==> src/rtl/pipeline_control.sv <==
// pipeline_control: PC enable and per-latch enable/flush sequencing for the 5-stage pipeline,
// covering load-use, branch, jump, memory waits and halt drain to a sticky halted state.
module pipeline_control #(
    parameter int HALT_DRAIN = 3
) (
    input  logic       CLK,
    input  logic       RST,
    input  logic       ihit,
    input  logic       dhit,
    input  logic [4:0] id_rsel1,
    input  logic [4:0] id_rsel2,
    input  logic       id_jump,
    input  logic       id_halt,
    input  logic       ex_dREN,
    input  logic [4:0] ex_wsel,
    input  logic       ex_branch_taken,
    input  logic       mem_dREN,
    input  logic       mem_dWEN,
    output logic       pc_en,
    output logic       ifid_en,
    output logic       idex_en,
    output logic       exmem_en,
    output logic       memwb_en,
    output logic       ifid_flush,
    output logic       idex_flush,
    output logic       exmem_flush,
    output logic       memwb_flush,
    output logic       halt_out,
    output logic [1:0] state
);
    localparam int CW = $clog2(HALT_DRAIN + 1);
    typedef enum logic [1:0] {RUN = 2'd0, DRAIN = 2'd1, HALTED = 2'd2} state_t;
    state_t state_q, state_d;
    logic [CW-1:0] cnt_q, cnt_d;
    logic dstall, lu;
    assign dstall = (mem_dREN | mem_dWEN) & ~dhit;
    assign lu = ex_dREN & (ex_wsel != 5'd0) & (ex_wsel == id_rsel1 | ex_wsel == id_rsel2);
    assign state = RST ? 2'd0 : state_q;
    always_ff @(posedge CLK) begin
        if (RST) begin
            state_q <= RUN;
            cnt_q   <= '0;
        end else begin
            state_q <= state_d;
            cnt_q   <= cnt_d;
        end
    end
    always_comb begin
        state_d = state_q;
        cnt_d = cnt_q;
        pc_en = 1'b1;
        {ifid_en, idex_en, exmem_en, memwb_en} = 4'b1111;
        {ifid_flush, idex_flush, exmem_flush, memwb_flush} = 4'b0000;
        halt_out = 1'b0;
        case (state_q)
            RUN: begin
                if (dstall) begin
                    pc_en = 1'b0;
                    {ifid_en, idex_en, exmem_en, memwb_en} = 4'b0000;
                end else if (ex_branch_taken) begin
                    ifid_flush = 1'b1;
                    idex_flush = 1'b1;
                end else if (lu) begin
                    pc_en = 1'b0;
                    ifid_en = 1'b0;
                    idex_flush = 1'b1;
                end else if (~ihit) begin
                    pc_en = 1'b0;
                    ifid_flush = 1'b1;
                end else if (id_halt) begin
                    pc_en = 1'b0;
                    ifid_flush = 1'b1;
                    state_d = DRAIN;
                    cnt_d = CW'(HALT_DRAIN);
                end else if (id_jump) begin
                    ifid_flush = 1'b1;
                end
            end
            DRAIN: begin
                // Front end stays bubbled; only older instructions keep moving.
                pc_en = 1'b0;
                ifid_flush = 1'b1;
                if (dstall) begin
                    {ifid_en, idex_en, exmem_en, memwb_en} = 4'b0000;
                end else begin
                    cnt_d = cnt_q - CW'(1);
                    if (cnt_q == CW'(1)) state_d = HALTED;
                end
            end
            HALTED: begin
                pc_en = 1'b0;
                {ifid_en, idex_en, exmem_en, memwb_en} = 4'b0000;
                halt_out = 1'b1;
            end
            default: state_d = RUN;
        endcase
        if (RST) begin
            pc_en = 1'b0;
            {ifid_en, idex_en, exmem_en, memwb_en} = 4'b0000;
            {ifid_flush, idex_flush, exmem_flush, memwb_flush} = 4'b1111;
            halt_out = 1'b0;
        end
    end
endmodule

==> config.mk <==
export PLATFORM = sky130hd
export DESIGN_NAME = pipeline_control
export DESIGN_NICKNAME = d
export VERILOG_FILES = /design/src/rtl/pipeline_control.sv
export SDC_FILE = /design/constraint.sdc
export NUM_CORES = 1
export LEC_CHECK = 0
export ABC_AREA = 1
export ABC_CLOCK_PERIOD_IN_PS = 2700
export BUFFER_PORTS_ARGS = -buffer_cell sky130_fd_sc_hd__buf_2
export CAP_MARGIN = 20
export CORE_MARGIN = 10
export CORE_UTILIZATION = 30
export DETAILED_ROUTE_END_ITERATION = 10
export GPL_ROUTABILITY_DRIVEN = 0
export MAX_ROUTING_LAYER = met4
export PLACE_DENSITY = 0.61
export SYNTH_ARGS = -nofsm -noshare
export SYNTH_HDL_FRONTEND = slang
export SYNTH_SLANG_ARGS = --single-unit
==> constraint.sdc <==
create_clock -name CLK -period 2.7 [get_ports CLK]
set_input_delay 0.135 -clock CLK [delete_from_list [all_inputs] [get_ports CLK]]
set_output_delay 0.135 -clock CLK [all_outputs]
set_load 0.1 [all_outputs]
==> reports/qor.yml <==
synthesis:
  synth.most_common_cell: "nand2_1"
  synth_area_leaders: "nand2_1 18%, dfxtp_1 12%, inv_1 12%, nor2_1 11%, ha_1 9.4%"
  syn_area_per_cell_sq_um: 5.33
  syn_area_sq_um: 666
  synthFlopType: "dfxtp_1"
  netlist.area_leader.share_pct: 18.0
  syn-num-nets: 155
  synth_cells: 125
  synth-edff-count: 0
  synth_cell_types: 20
  ys.warnings.count: 0
  synth_commonest_cells: "32 x nand2_1, 21 x inv_1, 20 x nor2_1"
  ys_ff_latch: 4
  netlist.top_cell.by_area: "nand2_1"
  yosysSeqAreaShare_pct: 12.0
  synth-async-reset-ratio_pct: 0
timing:
  tightestPinTransition_ns: 0.491
  fmax_ghz: 0.491
  relSlewSlack_pct: 67.5
  final.setup.tns_ns: 0
  setup_viol: 0
  rsz0062_at_grt: "false"
  period_needed_ns: 2.04
  fin_crit_sh_pct: 75.4
  skew_ns: 0.000439
  layout_setup_ws_ns: 0.664
  final_hold_viol_count: 0
  slew_viol_final: 0
status:
  outcome: "complete, no violations"
drt:
  dr_total_vias: 783
  first_iter_violations: 25
  viasPerCell: 4.21
  wl_per_cell_um: 9.47
  ant_nets: 0
  totalWireLength_um: 1760
  firstDrtPassIters: 4
  drc: 0
cts:
  worst_skew_pair.late_latency_ns: 0.23
  cts.clk_slew.worst_paths_ns: 0.04
  cts_setup_buffers: 0
  ctsHoldBuffers: 0
  cts_buffers: 3
  cts_root_buffer: "clkbuf_4"
  cts_max_level: 1
  clock-sinks: 4
  cts_resized: 0
  cts_tree: "yes"
  cts_buffer_depth: 2
global_routing:
  grt_pass1_vias: 770
  grt_pass1_wl_um: 3050
  antenna_found_initial: 0
  grt_max_degree: 11
  grt_overflow: 0
  grtUsageTotal_pct: 8.40
final_layout:
  n_fill_cell: 249
  post-route-util_pct: 42.3
  area_growth_syn_to_layout_pct: 29.9
  diodes: 0
  drive_gt1_share_pct: 30.8
  nets: 191
  finalNonFillerCells: 186
critical_path:
  rrSetupSlack_ns: 1.17
  critPathTopFamily: "buffers and inverters"
  cp.required_ns: 2.57
  reg2reg_depth: 9
  crit_top_cell: "inv_1"
  critical_path_buf_inv_count: 3
  cp_max_fo: 4
  cpPeakStageDelay_ns: 0.44
  reg2reg_from: "state_q[0]"
  cp_cell_sequence: "inv_1, ha_1, inv_1, nor2_1, nand3_1, a21oi_1, buf_2"
  worstSetupEndpointType: "output pin"
  r2r_end: "cnt_q[1]"
  worst_path_max_delay_cell: "buf_2"
  cp.arrival_ns: 1.90
  crit_start: "state_q[0]"
  cp_num_cells: 7
  critPathKind: "flip-flop to output pin"
  cp-start-kind: "flip-flop"
min_path:
  holdPathStages: 4
  min-delay-path-class: "input port to flip-flop"
  worstHoldEndpoint: "cnt_q[0]"
  min_from: "RST"
power:
  fin_total_pwr_uw: 939
  p_per_area_nw_per_um2: 1090
  peakVddDrop_mv: 0.679
  p_leak_nw: 0.538
place:
  dp_hpwl_um: 1600
  dp_slack_ns: 0.913
  dp.cells: 183
  io_buffer_count: 36
floorplan:
  initial_core_util_pct: 32.6
  die_x_um: 67.1
  core_sq_um: 2040
  die_h_um: 67.1
  rows: 16
  dieArea_sq_um: 4500
  io_pins: 37
run:
  drv_cap: 0
## placed cells by master (no fill, tap or decap), types with 2 or more instances in the layout
cell      synthesis  routed
a21oi_1           9       9
buf_2             0      36
o21ai_0           3       2
nand2_1          32      32
inv_1            21      21
xnor2_1           2       2
ha_1              5       5
inv_2             6       6
nor2_1           20      20
nand3_1           9       9
dfxtp_1           4       4
o21ai_1           1       2
clkbuf_4          0       3
## worst register-to-register path: stages, from the launching register on
cell     delay [ns]
dfxtp_1        0.33
inv_1          0.13
ha_1           0.26
inv_1          0.10
nand2_1        0.11
nand2_1        0.07
nor2_1         0.20
nand3_1        0.11
nand2_1        0.07
nor2_1         0.04
## kinds of logic (layout without fill, tap and decap cells)
| kind of cell | Yosys count | in the layout | share of synthesized area, % |
|---|---|---|---|
| and+or+nand+nor | 66 | 66 | 42.3 |
| buffers and inverters | 33 | 67 | 21.4 |
| AOI/OAI and AO/OA | 15 | 15 | 12.2 |
| adders and majority gates | 5 | 5 | 9.40 |
| DFF | 4 | 4 | 12.0 |
| xor gates and xnor gates | 2 | 2 | 2.63 |
## where the power goes
group,internal [mW],total (mW),switching [mW]
Clock,0.0496,0.0720,0.0224
Sequential,0.0862,0.111,0.0245
Combinational,0.176,0.756,0.580
## state kept, by name (all words and copies together), names as in the netlist
| name | count |
|---|---|
| state_q | 2 |
| cnt_q | 2 |
## layer usage
| layer | track usage, % | share of wire, % | vias to the layer above |
|---|---|---|---|
| met5 | - | 0 | - |
| met4 | 1.54 | 0 | 0 |
| met3 | 3.51 | 8.6 | 0 |
| met2 | 13.0 | 44 | 17 |
| met1 | 9.97 | 47 | 319 |
| li1 | - | - | 447 |
## final cells by class
class                      count  area, sq um  share of cell area, %
multi-input combinational     88          443                   51.2
tap                           27         33.8                   3.91
inverter                      28          105                   12.2
clock buffer                   3         22.5                   2.60
timing repair buffer          36          180                   20.8
sequential                     4         80.1                   9.26
## stage by stage
stage / hold WS (ns) / cell area [sq um]
final: 0.342 / 865
after global routing: 0.374 / 865
after CTS: 0.336 / 865
after detailed placement: 0.484 / 842
after global placement: 0.479 / 842
after floorplan: 0.452 / 666
## worst max path at each step
stage                         end  slack (ns)
final                       pc_en        0.66
after global routing      ifid_en        0.50
after CTS                   pc_en        0.65
after detailed placement    pc_en        0.91
after global placement      pc_en        0.96
after floorplan             pc_en        0.08
(Power assumes the default switching activity.)
